$ cat src/rtl/fpga_rst_pkg.sv
// Shared types and helpers for the PLL lock supervisor / reset sequencer.
package fpga_rst_pkg;

  // Sequencer states; the encoding is exported on state_o for debug.
  typedef enum logic [2:0] {
    PLL_RST   = 3'd0,
    WAIT_LOCK = 3'd1,
    RELEASE   = 3'd2,
    RUN       = 3'd3,
    FAULT     = 3'd4
  } rstseq_state_t;

  // Bits needed to hold 0..max_val, never less than one bit so that
  // degenerate parameter choices (e.g. MAX_RETRY=0) still give a legal vector.
  function automatic int cnt_width(input int max_val);
    int w;
    w = $clog2(max_val + 1);
    return (w < 1) ? 1 : w;
  endfunction

  // Larger of two integers, used to size counters shared between phases.
  function automatic int max_int(input int a, input int b);
    return (a > b) ? a : b;
  endfunction

endpackage

$ cat src/rtl/sync_bus.sv
// Multi-bit level synchroniser: every bit gets its own STAGES-deep flop chain.
// Bits are synchronised independently, so only use it for quasi-static levels
// such as PLL LOCKED flags, never for coherent multi-bit values.
module sync_bus #(
  parameter int WIDTH  = 2,
  parameter int STAGES = 2
) (
  input  logic             clk,
  input  logic             rst_n,
  input  logic [WIDTH-1:0] d,
  output logic [WIDTH-1:0] q
);

  for (genvar gi = 0; gi < WIDTH; gi++) begin : g_bit
    (* ASYNC_REG = "TRUE" *) logic [STAGES-1:0] chain;

    // Shift the asynchronous input bit through its chain; resets to "not locked"
    always_ff @(posedge clk or negedge rst_n) begin
      if (!rst_n) begin
        chain <= '0;
      end else begin
        chain <= {chain[STAGES-2:0], d[gi]};
      end
    end

    assign q[gi] = chain[STAGES-1];
  end

endmodule

$ cat src/rtl/pll_rst_sequencer.sv
// PLL lock supervisor and multi-domain reset sequencer.
// Holds the PLLs in reset, waits for a continuously stable combined lock,
// then releases the domain resets one by one in index order. Any loss of lock
// after release, or a software request, drops every domain back into reset
// together and restarts the sequence. Repeated lock timeouts end in FAULT.
module pll_rst_sequencer
  import fpga_rst_pkg::*;
#(
  parameter int N_CH             = 2,
  parameter int SYNC_STAGES      = 2,
  parameter int PLL_RST_CYC      = 64,
  parameter int LOCK_STABLE_CYC  = 1024,
  parameter int LOCK_TIMEOUT_CYC = 65536,
  parameter int REL_GAP_CYC      = 16,
  parameter int MAX_RETRY        = 3
) (
  input  logic                              clk,
  input  logic                              rst_n,
  input  logic [N_CH-1:0]                   pll_locked_i,
  input  logic                              sw_rst_req,
  output logic [N_CH-1:0]                   pll_rst,
  output logic [N_CH-1:0]                   dom_rst,
  output logic                              all_ready,
  output logic                              fault,
  output logic [cnt_width(MAX_RETRY)-1:0]   retry_cnt,
  output logic [2:0]                        state_o
);

  // Counter widths. The phase counter is shared by PLL_RST and RELEASE since
  // the two phases never overlap.
  localparam int RC_W = cnt_width(MAX_RETRY);
  localparam int PH_W = cnt_width(max_int(PLL_RST_CYC, REL_GAP_CYC));
  localparam int ST_W = cnt_width(LOCK_STABLE_CYC);
  localparam int TO_W = cnt_width(LOCK_TIMEOUT_CYC);
  localparam int IX_W = cnt_width(N_CH - 1);

  // Terminal counts: each phase ends on the cycle its counter shows LAST.
  localparam logic [PH_W-1:0] PLL_RST_LAST = PH_W'(PLL_RST_CYC - 1);
  localparam logic [PH_W-1:0] REL_GAP_LAST = PH_W'(REL_GAP_CYC - 1);
  localparam logic [ST_W-1:0] STABLE_LAST  = ST_W'(LOCK_STABLE_CYC - 1);
  localparam logic [TO_W-1:0] TIMEOUT_LAST = TO_W'(LOCK_TIMEOUT_CYC - 1);
  localparam logic [RC_W-1:0] RETRY_MAX    = RC_W'(MAX_RETRY);
  localparam logic [IX_W-1:0] LAST_CH      = IX_W'(N_CH - 1);
  localparam logic [IX_W-1:0] FIRST_GAP_CH = IX_W'(1);

  rstseq_state_t     state;
  logic [PH_W-1:0]   ph_cnt;      // PLL reset hold / release gap timer
  logic [ST_W-1:0]   stable_cnt;  // consecutive cycles with all locks high
  logic [TO_W-1:0]   to_cnt;      // cycles spent in the current WAIT_LOCK
  logic [IX_W-1:0]   rel_idx;     // next domain to release
  logic [N_CH-1:0]   lock_sync;
  logic              lk;
  logic              lock_lost;
  logic              restart;

  sync_bus #(
    .WIDTH  (N_CH),
    .STAGES (SYNC_STAGES)
  ) u_lock_sync (
    .clk   (clk),
    .rst_n (rst_n),
    .d     (pll_locked_i),
    .q     (lock_sync)
  );

  // Combined lock: every PLL must report locked.
  assign lk = &lock_sync;

  // Lock only matters once domains have started leaving reset.
  assign lock_lost = !lk && ((state == RELEASE) || (state == RUN));

  // Software request and lock loss share one restart path; the request is
  // checked first in the FSM but both land in the same PLL_RST entry.
  assign restart = sw_rst_req || lock_lost;

  assign state_o = state;

  // Sequencer FSM: state, counters and every output live in this one register set
  always_ff @(posedge clk or negedge rst_n) begin
    if (!rst_n) begin
      state      <= PLL_RST;
      pll_rst    <= '1;
      dom_rst    <= '1;
      all_ready  <= 1'b0;
      fault      <= 1'b0;
      retry_cnt  <= '0;
      ph_cnt     <= '0;
      stable_cnt <= '0;
      to_cnt     <= '0;
      rel_idx    <= '0;
    end else if (restart) begin
      // Full restart: all domains back into reset at once, fresh retry budget.
      state      <= PLL_RST;
      pll_rst    <= '1;
      dom_rst    <= '1;
      all_ready  <= 1'b0;
      fault      <= 1'b0;
      retry_cnt  <= '0;
      ph_cnt     <= '0;
      stable_cnt <= '0;
      to_cnt     <= '0;
      rel_idx    <= '0;
    end else begin
      case (state)
        PLL_RST: begin
          if (ph_cnt == PLL_RST_LAST) begin
            state      <= WAIT_LOCK;
            pll_rst    <= '0;
            ph_cnt     <= '0;
            stable_cnt <= '0;
            to_cnt     <= '0;
          end else begin
            ph_cnt <= ph_cnt + 1'b1;
          end
        end

        WAIT_LOCK: begin
          if (lk && (stable_cnt == STABLE_LAST)) begin
            // Stable lock beats a timeout landing on the same cycle.
            dom_rst[0] <= 1'b0;
            ph_cnt     <= '0;
            stable_cnt <= '0;
            to_cnt     <= '0;
            rel_idx    <= FIRST_GAP_CH;
            if (N_CH == 1) begin
              state     <= RUN;
              all_ready <= 1'b1;
            end else begin
              state <= RELEASE;
            end
          end else if (to_cnt == TIMEOUT_LAST) begin
            pll_rst    <= '1;
            ph_cnt     <= '0;
            stable_cnt <= '0;
            to_cnt     <= '0;
            if (retry_cnt < RETRY_MAX) begin
              retry_cnt <= retry_cnt + 1'b1;
              state     <= PLL_RST;
            end else begin
              fault <= 1'b1;
              state <= FAULT;
            end
          end else begin
            to_cnt     <= to_cnt + 1'b1;
            // Any unlocked cycle restarts the stability window from scratch.
            stable_cnt <= lk ? (stable_cnt + 1'b1) : '0;
          end
        end

        RELEASE: begin
          if (ph_cnt == REL_GAP_LAST) begin
            ph_cnt <= '0;
            for (int i = 0; i < N_CH; i++) begin
              if (rel_idx == IX_W'(i)) begin
                dom_rst[i] <= 1'b0;
              end
            end
            if (rel_idx == LAST_CH) begin
              state     <= RUN;
              all_ready <= 1'b1;
              rel_idx   <= '0;
            end else begin
              rel_idx <= rel_idx + 1'b1;
            end
          end else begin
            ph_cnt <= ph_cnt + 1'b1;
          end
        end

        RUN: begin
          // Nothing to do until a lock drops or software asks for a restart.
        end

        FAULT: begin
          // Parked with PLLs and domains in reset until software intervenes.
        end

        default: begin
          // Illegal encoding (e.g. upset): fall back to a clean restart.
          state      <= PLL_RST;
          pll_rst    <= '1;
          dom_rst    <= '1;
          all_ready  <= 1'b0;
          fault      <= 1'b0;
          retry_cnt  <= '0;
          ph_cnt     <= '0;
          stable_cnt <= '0;
          to_cnt     <= '0;
          rel_idx    <= '0;
        end
      endcase
    end
  end

endmodule
$ cat config.mk
export PLATFORM = sky130hd
export DESIGN_NAME = pll_rst_sequencer
export DESIGN_NICKNAME = d
export VERILOG_FILES = /design/src/rtl/fpga_rst_pkg.sv /design/src/rtl/sync_bus.sv /design/src/rtl/pll_rst_sequencer.sv
export SDC_FILE = /design/constraint.sdc
export NUM_CORES = 1
export LEC_CHECK = 0
export BUFFER_PORTS_ARGS = -buffer_cell sky130_fd_sc_hd__buf_2
export CAP_MARGIN = 20
export CELL_PAD_IN_SITES_DETAIL_PLACEMENT = 0
export CELL_PAD_IN_SITES_GLOBAL_PLACEMENT = 1
export CORE_ASPECT_RATIO = 1.2
export CORE_MARGIN = 1.5
export CORE_UTILIZATION = 47
export CTS_CLUSTER_DIAMETER = 40
export DETAILED_ROUTE_END_ITERATION = 10
export GPL_ROUTABILITY_DRIVEN = 0
export PLACE_DENSITY_LB_ADDON = 0.1
export SLEW_MARGIN = 20
export SYNTH_ARGS = -nofsm -noshare
export SYNTH_HDL_FRONTEND = slang
export SYNTH_SLANG_ARGS = --single-unit
export TNS_END_PERCENT = 50
$ cat constraint.sdc
create_clock -name clk -period 2.7 [get_ports clk]
set_clock_uncertainty 0.1 [all_clocks]
set_input_delay 0.135 -clock clk [delete_from_list [all_inputs] [get_ports clk]]
set_output_delay 0.135 -clock clk [all_outputs]
set_load 0.05 [all_outputs]
==> impl_metrics.py, run 1 <==
metrics = {
    "synth": {
        "synth.mux.area_fraction": 0.0171,
        "synth_seq_cells": 50,
        "synthesis.nets": 287,
        "synth.yosys.seq_area_share": 0.463,
        "synth_enable_flop_cells": 0,
        "synth-compound-area-share": 0.167,
        "synth.distinct_cells": 55,
        "combinational_family_with_the_most_area_after_synthesis": "simple AND/OR/NAND/NOR gates",
        "synth_flop_cell": "sky130_fd_sc_hd__dfrtp_1",
        "netlist_area_um2": 2710,
        "synth-simple-area-share": 0.238,
        "avg_inst_size_synth_um2": 9.74,
        "synth-warning-count": 0,
        "async_flop_share": 1.00,
        "synth-adder-area-share": 0.0185,
        "synth-xor-area-share": 0.0518,
        "synth_cells": 278,
    },
    "power_and_ir_drop": {
        "power_switching_share": 0.339,
        "power.leakage_uw": 0.00133,
        "power-per-cell-area_nw_per_um2": 604,
        "internal_power_uw": 1180,
        "comb_power_share": 0.257,
        "net_switching_component_of_the_power_uw": 605,
        "share_clk_of_total_power": 0.252,
        "seq_power_share": 0.492,
        "vdd_drop_max_mv": 0.292,
    },
    "critical_path": {
        "crit_chain": "nor4b_1 > a31oi_2 > nand2_1 > a21oi_2 > nor2_1",
        "timing.rr.end": "stable_cnt[9]$_DFFE_PN0P_",
        "crit_path_max_fanout": 13,
        "r2r_setup_slack_ns": 0.38,
        "timing.reg2reg.worst_path_depth": 5,
        "regToRegStartpoint": "state_o[2]$_DFFE_PN0P_",
        "cpMaxStageDelayCell": "sky130_fd_sc_hd__dfrtp_1",
        "worst_path_largest_cell_delay_ns": 0.47,
        "worst_ep_arrival_time_ns": 2.40,
        "worstPathRequired_ns": 2.78,
        "worst_setup_ep_type": "register",
        "timing.setup.critical_path_class": "register to register",
        "startpoint_type": "register",
    },
    "floorplan": {
        "rows": 30,
        "die_height_um": 86.1,
        "io_pins": 16,
        "floorplan.initialDensity": 0.484,
        "die_area_um2": 6230,
        "core_region_area_um2": 5590,
        "die_width_um": 72.3,
    },
    "placement": {
        "placedCellCount": 351,
        "port_buffers": 15,
        "place.detailed.hpwl_um": 3990,
    },
    "timing": {
        "maxClockFrequency_ghz": 0.430,
        "relative_slew_margins": 0.615,
        "min_period_ns": 2.32,
        "worstMarginPinSlew_ns": 0.570,
        "setup_viol": 0,
        "aggregate_negative_setup_slack_ns": 0,
        "maxSlewViolCount": 0,
        "worst_hold_slack_ns": 0.222,
        "rsz0062_at_grt": "no",
        "layout_worst_path_cycle_share": 0.861,
        "final-hold-violation-count": 0,
    },
    "routing": {
        "drc": 0,
        "ant_nets": 0,
        "detailroute.via_count": 2106,
        "routedWlPerCell_um": 15.4,
        "dr.pass1.iters": 4,
        "route.detailed.vias_per_inst": 5.82,
        "drt_first_iter_violations": 59,
        "routed_wirelength_um": 5560,
    },
    "clock_tree": {
        "cts_htree_levels": 2,
        "clk_latency_ns": 0.31,
        "tritoncts": "yes",
        "path_clk_slew_ns": 0.08,
        "tritoncts.num_buffers": 5,
        "clockRootBuffer": "sky130_fd_sc_hd__clkbuf_8",
        "post_cts.repair.setup_buffers": 0,
        "ctsLongestPathBuffers": 2,
        "clock_sink_count": 50,
    },
    "min_path": {
        "timing.hold.worst_endpoint": "dom_rst[1]$_DFFE_PN1P_",
        "min-delay-start": "sw_rst_req",
        "holdPathStages": 4,
        "hold_class": "input pin to register",
    },
    "final_layout": {
        "layout_commonest_cell": "sky130_fd_sc_hd__dfrtp_1",
        "nNetsFinal": 306,
        "syn2layout_area_growth_pct": 9.15,
        "instances_no_fill": 362,
        "most-common-layout-cells": "sky130_fd_sc_hd__dfrtp_1, sky130_fd_sc_hd__nor2_1, sky130_fd_sc_hd__nand2_1",
        "drive_above_1_share": 0.161,
        "diodes": 0,
    },
    "global_route": {
        "grt_pass1_vias": 2048,
        "grt_start_max_net_pins": 29,
        "global_route.overflow_total": 0,
        "grt_antenna_before_repair": 0,
        "gr-usage-all-layers": 0.199,
        "grt_pass1_wl_um": 9690,
    },
    "flow_run": {
        "max-cap-violations": 0,
    },
    "run_status": {
        "outcome": "completed",
    },
}
[sequential cells by signal, summed over array words and instances, names as in the netlist]
name	count
state_o	3
all_ready	1
pll_rst	1
fault	1
dom_rst	2
to_cnt	17
ph_cnt	7
stable_cnt	11
retry_cnt	2
u_lock_sync.g_bit.chain	4
rel_idx	1
[metal layers]
metal / share of wire / global-route usage
met4: 0.017 / 0.0686
met2: 0.47 / 0.323
met1: 0.49 / 0.270
met3: 0.023 / 0.0317
met5: 0 / 0
[critical path, delay by kind of cell, from the launching register on]
| family | cells | cell delay [ns] |
|---|---|---|
| AND/OR/NAND/NOR | 3 | 0.73 |
| flip-flops | 1 | 0.47 |
| AO/OA/AOI/OAI | 2 | 0.89 |
[timing repair]
item	4_1_cts	5_1_grt
gates resized for setup	0	1
setup endpoints to repair	0	19
hold buffers	3	0
endpoints found under the hold margin	22	0
[per-stage QoR]
step | total power (µW) | setup WS [ns] | cell area, µm² | utilization
5_1_grt | 1900 | 0.0393 | 2960 | 0.528
3_5_place_dp | 1350 | 0.0504 | 2830 | 0.506
4_1_cts | 1800 | 0.0413 | 2950 | 0.527
3_3_place_gp | 1350 | 0.120 | 2830 | 0.506
2_1_floorplan | 1260 | 0.362 | 2710 | -
6_report | 1780 | 0.376 | 2960 | 0.528
[power groups by stage]
| stage | registers, µW | logic [µW] | clock network, µW |
|---|---|---|---|
| 5_1_grt | 892 | 514 | 494 |
| 6_report | 877 | 458 | 449 |
| 2_1_floorplan | 938 | 319 | 0 |
| 3_5_place_dp | 892 | 457 | 0 |
| 3_3_place_gp | 890 | 458 | 0 |
| 4_1_cts | 877 | 462 | 465 |
[layout make-up]
cell class / count / area [µm²]
Multi-Input combinational cell: 207 / 1340
Timing Repair Buffer: 26 / 165
Clock buffer: 8 / 90.1
Fill cell: 549 / 2640
Sequential cell: 50 / 1250
Tap cell: 64 / 80.1
Inverter: 7 / 26.3
[cells in the mapped netlist, drive strengths merged, types with 3 or more instances]
cell type / n / area, µm²
and3: 9 / 56.3
inv: 7 / 26.3
and2: 5 / 31.3
buf: 8 / 70.1
o31ai: 3 / 22.5
o2bb2ai: 4 / 35.0
nand4: 5 / 31.3
nor2: 24 / 90.1
nand3: 16 / 80.1
a21oi: 9 / 52.6
and4: 4 / 35.0
xor2: 12 / 105
a22o: 6 / 52.6
or3: 6 / 37.5
a31o: 3 / 35.0
xnor2: 4 / 35.0
a31oi: 11 / 68.8
ha: 4 / 50.1
clkbuf: 6 / 23.8
dfstp: 3 / 78.8
nor3: 11 / 71.3
a41oi: 3 / 26.3
dfrtp: 47 / 1180
nand2: 23 / 86.3
o21ai: 14 / 70.1
or2: 5 / 31.3
[logic make-up (layout without fill, tap and decap cells)]
logic type / Yosys count / in the layout
AOI/OAI and AO/OA: 64 / 64
xor gates and xnor gates: 16 / 16
adders and majority gates: 4 / 4
buffers and inverters: 21 / 41
DFF: 50 / 50
muxes: 4 / 4
and+or+nand+nor: 119 / 119
[worst max-delay path by stage]
stage / cells past startpoint / start / end / slack, ns
final: 5 / state_o[2]$_DFFE_PN0P_ / stable_cnt[9]$_DFFE_PN0P_ / 0.38
after global routing: 5 / state_o[0]$_DFFE_PN0P_ / stable_cnt[6]$_DFFE_PN0P_ / 0.04
after CTS: 5 / state_o[2]$_DFFE_PN0P_ / stable_cnt[9]$_DFFE_PN0P_ / 0.04
after detailed placement: 5 / state_o[2]$_DFFE_PN0P_ / stable_cnt[9]$_DFFE_PN0P_ / 0.05
after global placement: 5 / state_o[2]$_DFFE_PN0P_ / stable_cnt[5]$_DFFE_PN0P_ / 0.12
after floorplan: 6 / state_o[0]$_DFFE_PN0P_ / state_o[0]$_DFFE_PN0P_ / 0.36
No activity file was read; power rests on OpenSTA's default activity.
==> run 2, diff against run 1 <==
Settings changed: GPL_TIMING_DRIVEN set to 0.
==> run 2 against run 1 <==
Worst setup slack got worse by 0.044 ns. Sequential cell count unchanged. Clock power up 1%. Largest power group unchanged. Core utilization grew 0.47 points. Highest routed layer unchanged.
==> impl_metrics.py, run 2 (same netlist as run 1, synthesis figures left out) <==
metrics = {
    "run_status": {
        "outcome": "completed",
    },
    "min_path": {
        "hold_class": "input pin to register",
    },
    "routing": {
        "routed_wirelength_um": 5670,
        "dr.pass1.iters": 5,
        "drc": 0,
        "drt_first_iter_violations": 134,
        "route.detailed.vias_per_inst": 5.82,
        "ant_nets": 0,
        "detailroute.via_count": 2137,
        "routedWlPerCell_um": 15.4,
    },
    "critical_path": {
        "crit_path_max_fanout": 10,
        "worst_path_largest_cell_delay_ns": 0.40,
        "critical_path_depth": 8,
        "worstSetupStartpoint": "ph_cnt[0]$_DFFE_PN0P_",
        "timing.setup.critical_path_class": "register to register",
        "path_delay_family": "buffers and inverters",
        "r2r_setup_slack_ns": 0.33,
        "crit_chain": "ha_1 > nand4b_1 > o21ai_0 > clkbuf_1 > nand2_1 > buf_2 > o21ai_0 > o31ai_1",
        "cpMaxStageDelayCell": "sky130_fd_sc_hd__dfrtp_1",
        "cp_common_cell": "sky130_fd_sc_hd__o21ai_0",
        "worstPathRequired_ns": 2.79,
        "worst_ep_arrival_time_ns": 2.46,
        "setup_crit_end": "to_cnt[6]$_DFFE_PN0P_",
        "regToRegStartpoint": "ph_cnt[0]$_DFFE_PN0P_",
        "timing.reg2reg.worst_path_depth": 8,
        "worstPathBufferInverterCount": 2,
        "timing.rr.end": "to_cnt[6]$_DFFE_PN0P_",
        "worst_setup_ep_type": "register",
        "startpoint_type": "register",
    },
    "global_route": {
        "grt_pass1_wl_um": 9890,
        "grt_pass1_vias": 1995,
        "grt_antenna_before_repair": 0,
        "global_route.overflow_total": 0,
        "gr-usage-all-layers": 0.203,
        "grt_start_max_net_pins": 51,
    },
    "placement": {
        "placedCellCount": 356,
        "place.detailed.hpwl_um": 3890,
        "port_buffers": 14,
    },
    "clock_tree": {
        "ctsLongestPathBuffers": 2,
        "path_clk_slew_ns": 0.09,
        "cts_htree_levels": 2,
        "tritoncts": "yes",
        "clockRootBuffer": "sky130_fd_sc_hd__clkbuf_8",
        "post_cts.repair.setup_buffers": 0,
        "tritoncts.num_buffers": 5,
        "clock_sink_count": 50,
        "clk_latency_ns": 0.30,
    },
    "power_and_ir_drop": {
        "power.leakage_uw": 0.00134,
        "vdd_drop_max_mv": 0.371,
        "power-per-cell-area_nw_per_um2": 615,
    },
    "final_layout": {
        "register_area_um2": 1250,
        "multi_input_comb_area_um2": 1330,
        "top_register": "to_cnt",
        "syn2layout_area_growth_pct": 10.1,
        "max_reg_flops": 17,
        "nFillCells": 530,
        "nNetsFinal": 311,
        "instances_no_fill": 367,
        "diodes": 0,
        "top_regs": "to_cnt: 17 flops, stable_cnt: 11 flops, ph_cnt: 7 flops",
        "most-common-layout-cells": "sky130_fd_sc_hd__dfrtp_1, sky130_fd_sc_hd__nor2_1, sky130_fd_sc_hd__nand2_1",
        "layout_commonest_cell": "sky130_fd_sc_hd__dfrtp_1",
        "drive_above_1_share": 0.155,
    },
    "floorplan": {
        "die_area_um2": 6230,
        "die_height_um": 86.1,
        "core_region_area_um2": 5590,
        "floorplan.initialDensity": 0.484,
        "die_width_um": 72.3,
        "io_pins": 16,
        "rows": 30,
    },
    "timing": {
        "min_period_ns": 2.37,
        "layout_worst_path_cycle_share": 0.877,
        "rsz0062_at_grt": "no",
        "relative_slew_margins": 0.391,
        "maxClockFrequency_ghz": 0.422,
        "maxSlewViolCount": 0,
        "aggregate_negative_setup_slack_ns": 0,
        "final-hold-violation-count": 0,
        "worstMarginPinSlew_ns": 0.906,
        "setup_viol": 0,
    },
    "flow_run": {
        "max-cap-violations": 0,
    },
}
[run 2: changes by cell type in the layout (fill, tap and decap cells not counted)]
cell / delta
sky130_fd_sc_hd__a31oi_2: -1
sky130_fd_sc_hd__clkinv_2: +1
sky130_fd_sc_hd__buf_1: +1
sky130_fd_sc_hd__a31oi_1: +1
sky130_fd_sc_hd__buf_8: +1
sky130_fd_sc_hd__clkbuf_1: +4
sky130_fd_sc_hd__buf_4: -6
sky130_fd_sc_hd__clkbuf_2: +1
sky130_fd_sc_hd__buf_6: +3
[run 2: repair_timing]
item                                   CTS  global route
hold buffers                             3             0
endpoints found under the hold margin   49             0
resized for setup                        0             0
[run 2: area by class of cell]
| cell class | instances | share of cell area |
|---|---|---|
| clock inverters | 1 | 0.00168 |
| multi-input cells | 207 | 0.447 |
| repair buffers | 17 | 0.0344 |
| clock buffers | 7 | 0.0290 |
| flip-flops and latches | 50 | 0.421 |
| well taps | 64 | 0.0269 |
| plain buffers | 14 | 0.0315 |
| inverters | 7 | 0.00881 |
[run 2: per-stage QoR]
stage          hold WS (ns)  setup WS [ns]  total power [µW]   util  instance area, µm²
3_3_place_gp          0.143          0.337              1390  0.511                2860
4_1_cts               0.112          0.307              1860  0.533                2980
5_1_grt               0.161         0.0949              1940  0.533                2980
6_report              0.109          0.332              1830  0.533                2980
2_1_floorplan        -0.261          0.362              1260      -                2710
3_5_place_dp          0.104          0.296              1400  0.511                2860
[run 2: where the power goes]
part	internal, µW	total, µW	switching [µW]
clock	207	454	246
combinational	181	515	335
sequential	812	864	51.3
[run 2: how the worst min path moves through the flow]
| stage | slack [ns] | depth (start not counted) | from | endpoint |
|---|---|---|---|---|
| 5_1_grt | 0.16 | 4 | sw_rst_req | dom_rst[1]$_DFFE_PN1P_ |
| 4_1_cts | 0.11 | 4 | sw_rst_req | dom_rst[1]$_DFFE_PN1P_ |
| 3_3_place_gp | 0.14 | 1 | pll_locked_i[0] | u_lock_sync.g_bit[0].chain[0]$_DFF_PN0_ |
| 2_1_floorplan | -0.26 | 0 | rst_n | all_ready$_DFFE_PN0P_ |
| 6_report | 0.11 | 4 | sw_rst_req | dom_rst[1]$_DFFE_PN1P_ |
| 3_5_place_dp | 0.10 | 1 | rst_n | fault$_DFFE_PN0P_ |
[run 2: metal layers]
metal | global-route usage | wire length, µm | part of all wire | up-vias
met5 | 0 | 0 | 0 | -
met2 | 0.316 | 2660 | 0.47 | 36
met4 | 0.0617 | 76 | 0.013 | 0
met1 | 0.290 | 2790 | 0.49 | 1028
met3 | 0.0353 | 146 | 0.026 | 7
li1 | - | - | - | 1066
[run 2: worst reg2reg max path: stages, from the launching register on]
cell and delay (ns):
sky130_fd_sc_hd__dfrtp_1 0.40, sky130_fd_sc_hd__ha_1 0.24, sky130_fd_sc_hd__nand4b_1 0.16, sky130_fd_sc_hd__o21ai_0 0.29
sky130_fd_sc_hd__clkbuf_1 0.37, sky130_fd_sc_hd__nand2_1 0.19, sky130_fd_sc_hd__buf_2 0.24, sky130_fd_sc_hd__o21ai_0 0.18
sky130_fd_sc_hd__o31ai_1 0.08
==> run 3, diff against run 2 <==
Settings changed: CORE_MARGIN 1.5 to 2, CORE_UTILIZATION 47 to 51.
Clock period 2.7 ns to 2.8 ns, I/O delays scaled along.
==> run 3 against run 2 <==
Sequential power down 3.5%. Non-clock buffer count unchanged. Maximum frequency down 3.2%. Via count up 1.5%. Total power down 5.1%. Worst setup slack better by 0.021 ns.
==> impl_metrics.py, run 3 (same netlist as run 1, synthesis figures left out) <==
metrics = {
    "run_status": {
        "outcome": "completed",
    },
    "global_route": {
        "grt_pass1_wl_um": 10100,
        "global_route.overflow_total": 0,
        "gr-usage-all-layers": 0.213,
        "grt_start_max_net_pins": 51,
        "grt_pass1_vias": 2066,
        "grt_antenna_before_repair": 0,
    },
    "floorplan": {
        "die_width_um": 70.5,
        "rows": 29,
        "core_region_area_um2": 5190,
        "floorplan.initialDensity": 0.522,
        "die_height_um": 83.8,
        "die_area_um2": 5910,
        "io_pins": 16,
    },
    "min_path": {
        "hold_class": "input pin to register",
        "holdPathStages": 4,
    },
    "power_and_ir_drop": {
        "net_switching_component_of_the_power_uw": 608,
        "power.leakage_uw": 0.00133,
        "seq_power_share": 0.479,
        "sum_of_internal_switching_and_leakage_power_uw": 1740,
        "comb_power_share": 0.286,
        "share_clk_of_total_power": 0.234,
        "power_switching_share": 0.350,
        "vdd_drop_max_mv": 0.353,
        "power-per-cell-area_nw_per_um2": 585,
        "internal_power_uw": 1130,
    },
    "clock_tree": {
        "tritoncts": "yes",
        "path_clk_slew_ns": 0.09,
        "clk_latency_ns": 0.30,
        "ctsLongestPathBuffers": 2,
        "clockRootBuffer": "sky130_fd_sc_hd__clkbuf_8",
        "clock_sink_count": 50,
        "tritoncts.num_buffers": 5,
        "cts_htree_levels": 2,
        "postCtsResizedCells": 0,
    },
    "final_layout": {
        "max_reg_flops": 17,
        "most-common-layout-cells": "sky130_fd_sc_hd__dfrtp_1, sky130_fd_sc_hd__nor2_1, sky130_fd_sc_hd__nand2_1",
        "nNetsFinal": 311,
        "top_register": "to_cnt",
        "layout_commonest_cell": "sky130_fd_sc_hd__dfrtp_1",
        "top_regs": "to_cnt: 17 flops, stable_cnt: 11 flops, ph_cnt: 7 flops",
        "syn2layout_area_growth_pct": 9.70,
        "diodes": 0,
        "drive_above_1_share": 0.155,
    },
    "flow_run": {
        "max-cap-violations": 0,
    },
    "routing": {
        "drt_first_iter_violations": 109,
        "dr.pass1.iters": 4,
        "detailroute.via_count": 2170,
        "routed_wirelength_um": 5910,
        "routedWlPerCell_um": 16.2,
        "ant_nets": 0,
        "route.detailed.vias_per_inst": 5.95,
        "drc": 0,
    },
    "timing": {
        "worstMarginPinSlew_ns": 0.869,
        "maxClockFrequency_ghz": 0.409,
        "maxSlewViolCount": 0,
        "min_period_ns": 2.45,
        "layout_setup_ws_ns": 0.353,
        "rsz0062_at_grt": "no",
        "aggregate_negative_setup_slack_ns": 0,
        "layout_worst_path_cycle_share": 0.874,
        "worst_hold_slack_ns": 0.124,
        "final-hold-violation-count": 0,
        "setup_viol": 0,
        "relative_slew_margins": 0.416,
    },
    "critical_path": {
        "timing.reg2reg.worst_path_depth": 8,
        "crit_path_max_fanout": 10,
        "r2r_setup_slack_ns": 0.35,
        "worst_setup_ep_type": "register",
        "startpoint_type": "register",
        "worstPathRequired_ns": 2.88,
        "timing.setup.critical_path_class": "register to register",
        "worst_ep_arrival_time_ns": 2.52,
    },
    "placement": {
        "port_buffers": 14,
        "place_worst_setup_slack_ns": 0.424,
        "place.detailed.hpwl_um": 4010,
    },
}
[run 3: cell types whose count changed in the layout (fill, tap and decap cells not counted), sizes merged]
cell	change
clkbuf	-1
clkinv	+1
[run 3: cell type report]
| class | instances | area (µm²) |
|---|---|---|
| buffer | 14 | 93.8 |
| multi-input combinational | 207 | 1330 |
| clock inverter | 2 | 10.0 |
| fill | 490 | 2220 |
| tap | 62 | 77.6 |
| clock buffer | 6 | 72.6 |
| timing repair buffer | 17 | 103 |
| sequential | 50 | 1250 |
| inverter | 7 | 26.3 |
[run 3: per-layer routing]
metal  vias to the layer above  part of all wire  GRT usage
met2                        35              0.51      0.358
met1                      1065              0.45      0.281
met4                         0             0.012     0.0629
met5                         -                 0          0
li1                       1063                 -          -
met3                         7             0.027     0.0350
[run 3: metrics by stage]
stage / area, µm² / std cells / util
finish: 2970 / 365 / 0.572
global route: 2970 / 365 / 0.572
CTS: 2970 / 365 / 0.572
detailed placement: 2860 / 354 / 0.551
global placement: 2860 / 354 / 0.550
floorplan: 2710 / 278 / -
[run 3: final timing paths]
path                                                    startpoint                                      end
setup / recovery                             ph_cnt[0]$_DFFE_PN0P_                    to_cnt[6]$_DFFE_PN0P_
hold / removal                                          sw_rst_req                   dom_rst[1]$_DFFE_PN1P_
setup reg to reg                             ph_cnt[0]$_DFFE_PN0P_                    to_cnt[6]$_DFFE_PN0P_
hold reg to reg            u_lock_sync.g_bit[1].chain[0]$_DFF_PN0_  u_lock_sync.g_bit[1].chain[1]$_DFF_PN0_
max in group asynchronous                                    rst_n                    to_cnt[8]$_DFFE_PN0P_
min in group asynchronous                                    rst_n                      rel_idx$_DFFE_PN0P_
[run 3: repair_timing]
| action | in CTS | in global routing |
|---|---|---|
| setup endpoints to repair | 0 | 0 |
| buffers inserted | 0 | 0 |
| hold endpoints to repair | 49 | 0 |
| hold buffers | 3 | 0 |
[run 3: power by group through the flow]
stage	logic, µW	clock network (µW)	registers, µW
after floorplan	307	0	904
after global placement	493	0	844
after detailed placement	499	0	847
after CTS	504	421	833
after global routing	553	446	841
final	498	407	834
[run 3: critical path: stages, from the launching register on]
cell,delay (ns)
sky130_fd_sc_hd__dfrtp_1,0.40
sky130_fd_sc_hd__ha_1,0.26
sky130_fd_sc_hd__nand4b_1,0.19
sky130_fd_sc_hd__o21ai_0,0.30
sky130_fd_sc_hd__clkbuf_1,0.38
sky130_fd_sc_hd__nand2_1,0.19
sky130_fd_sc_hd__buf_2,0.24
sky130_fd_sc_hd__o21ai_0,0.18
sky130_fd_sc_hd__o31ai_1,0.09
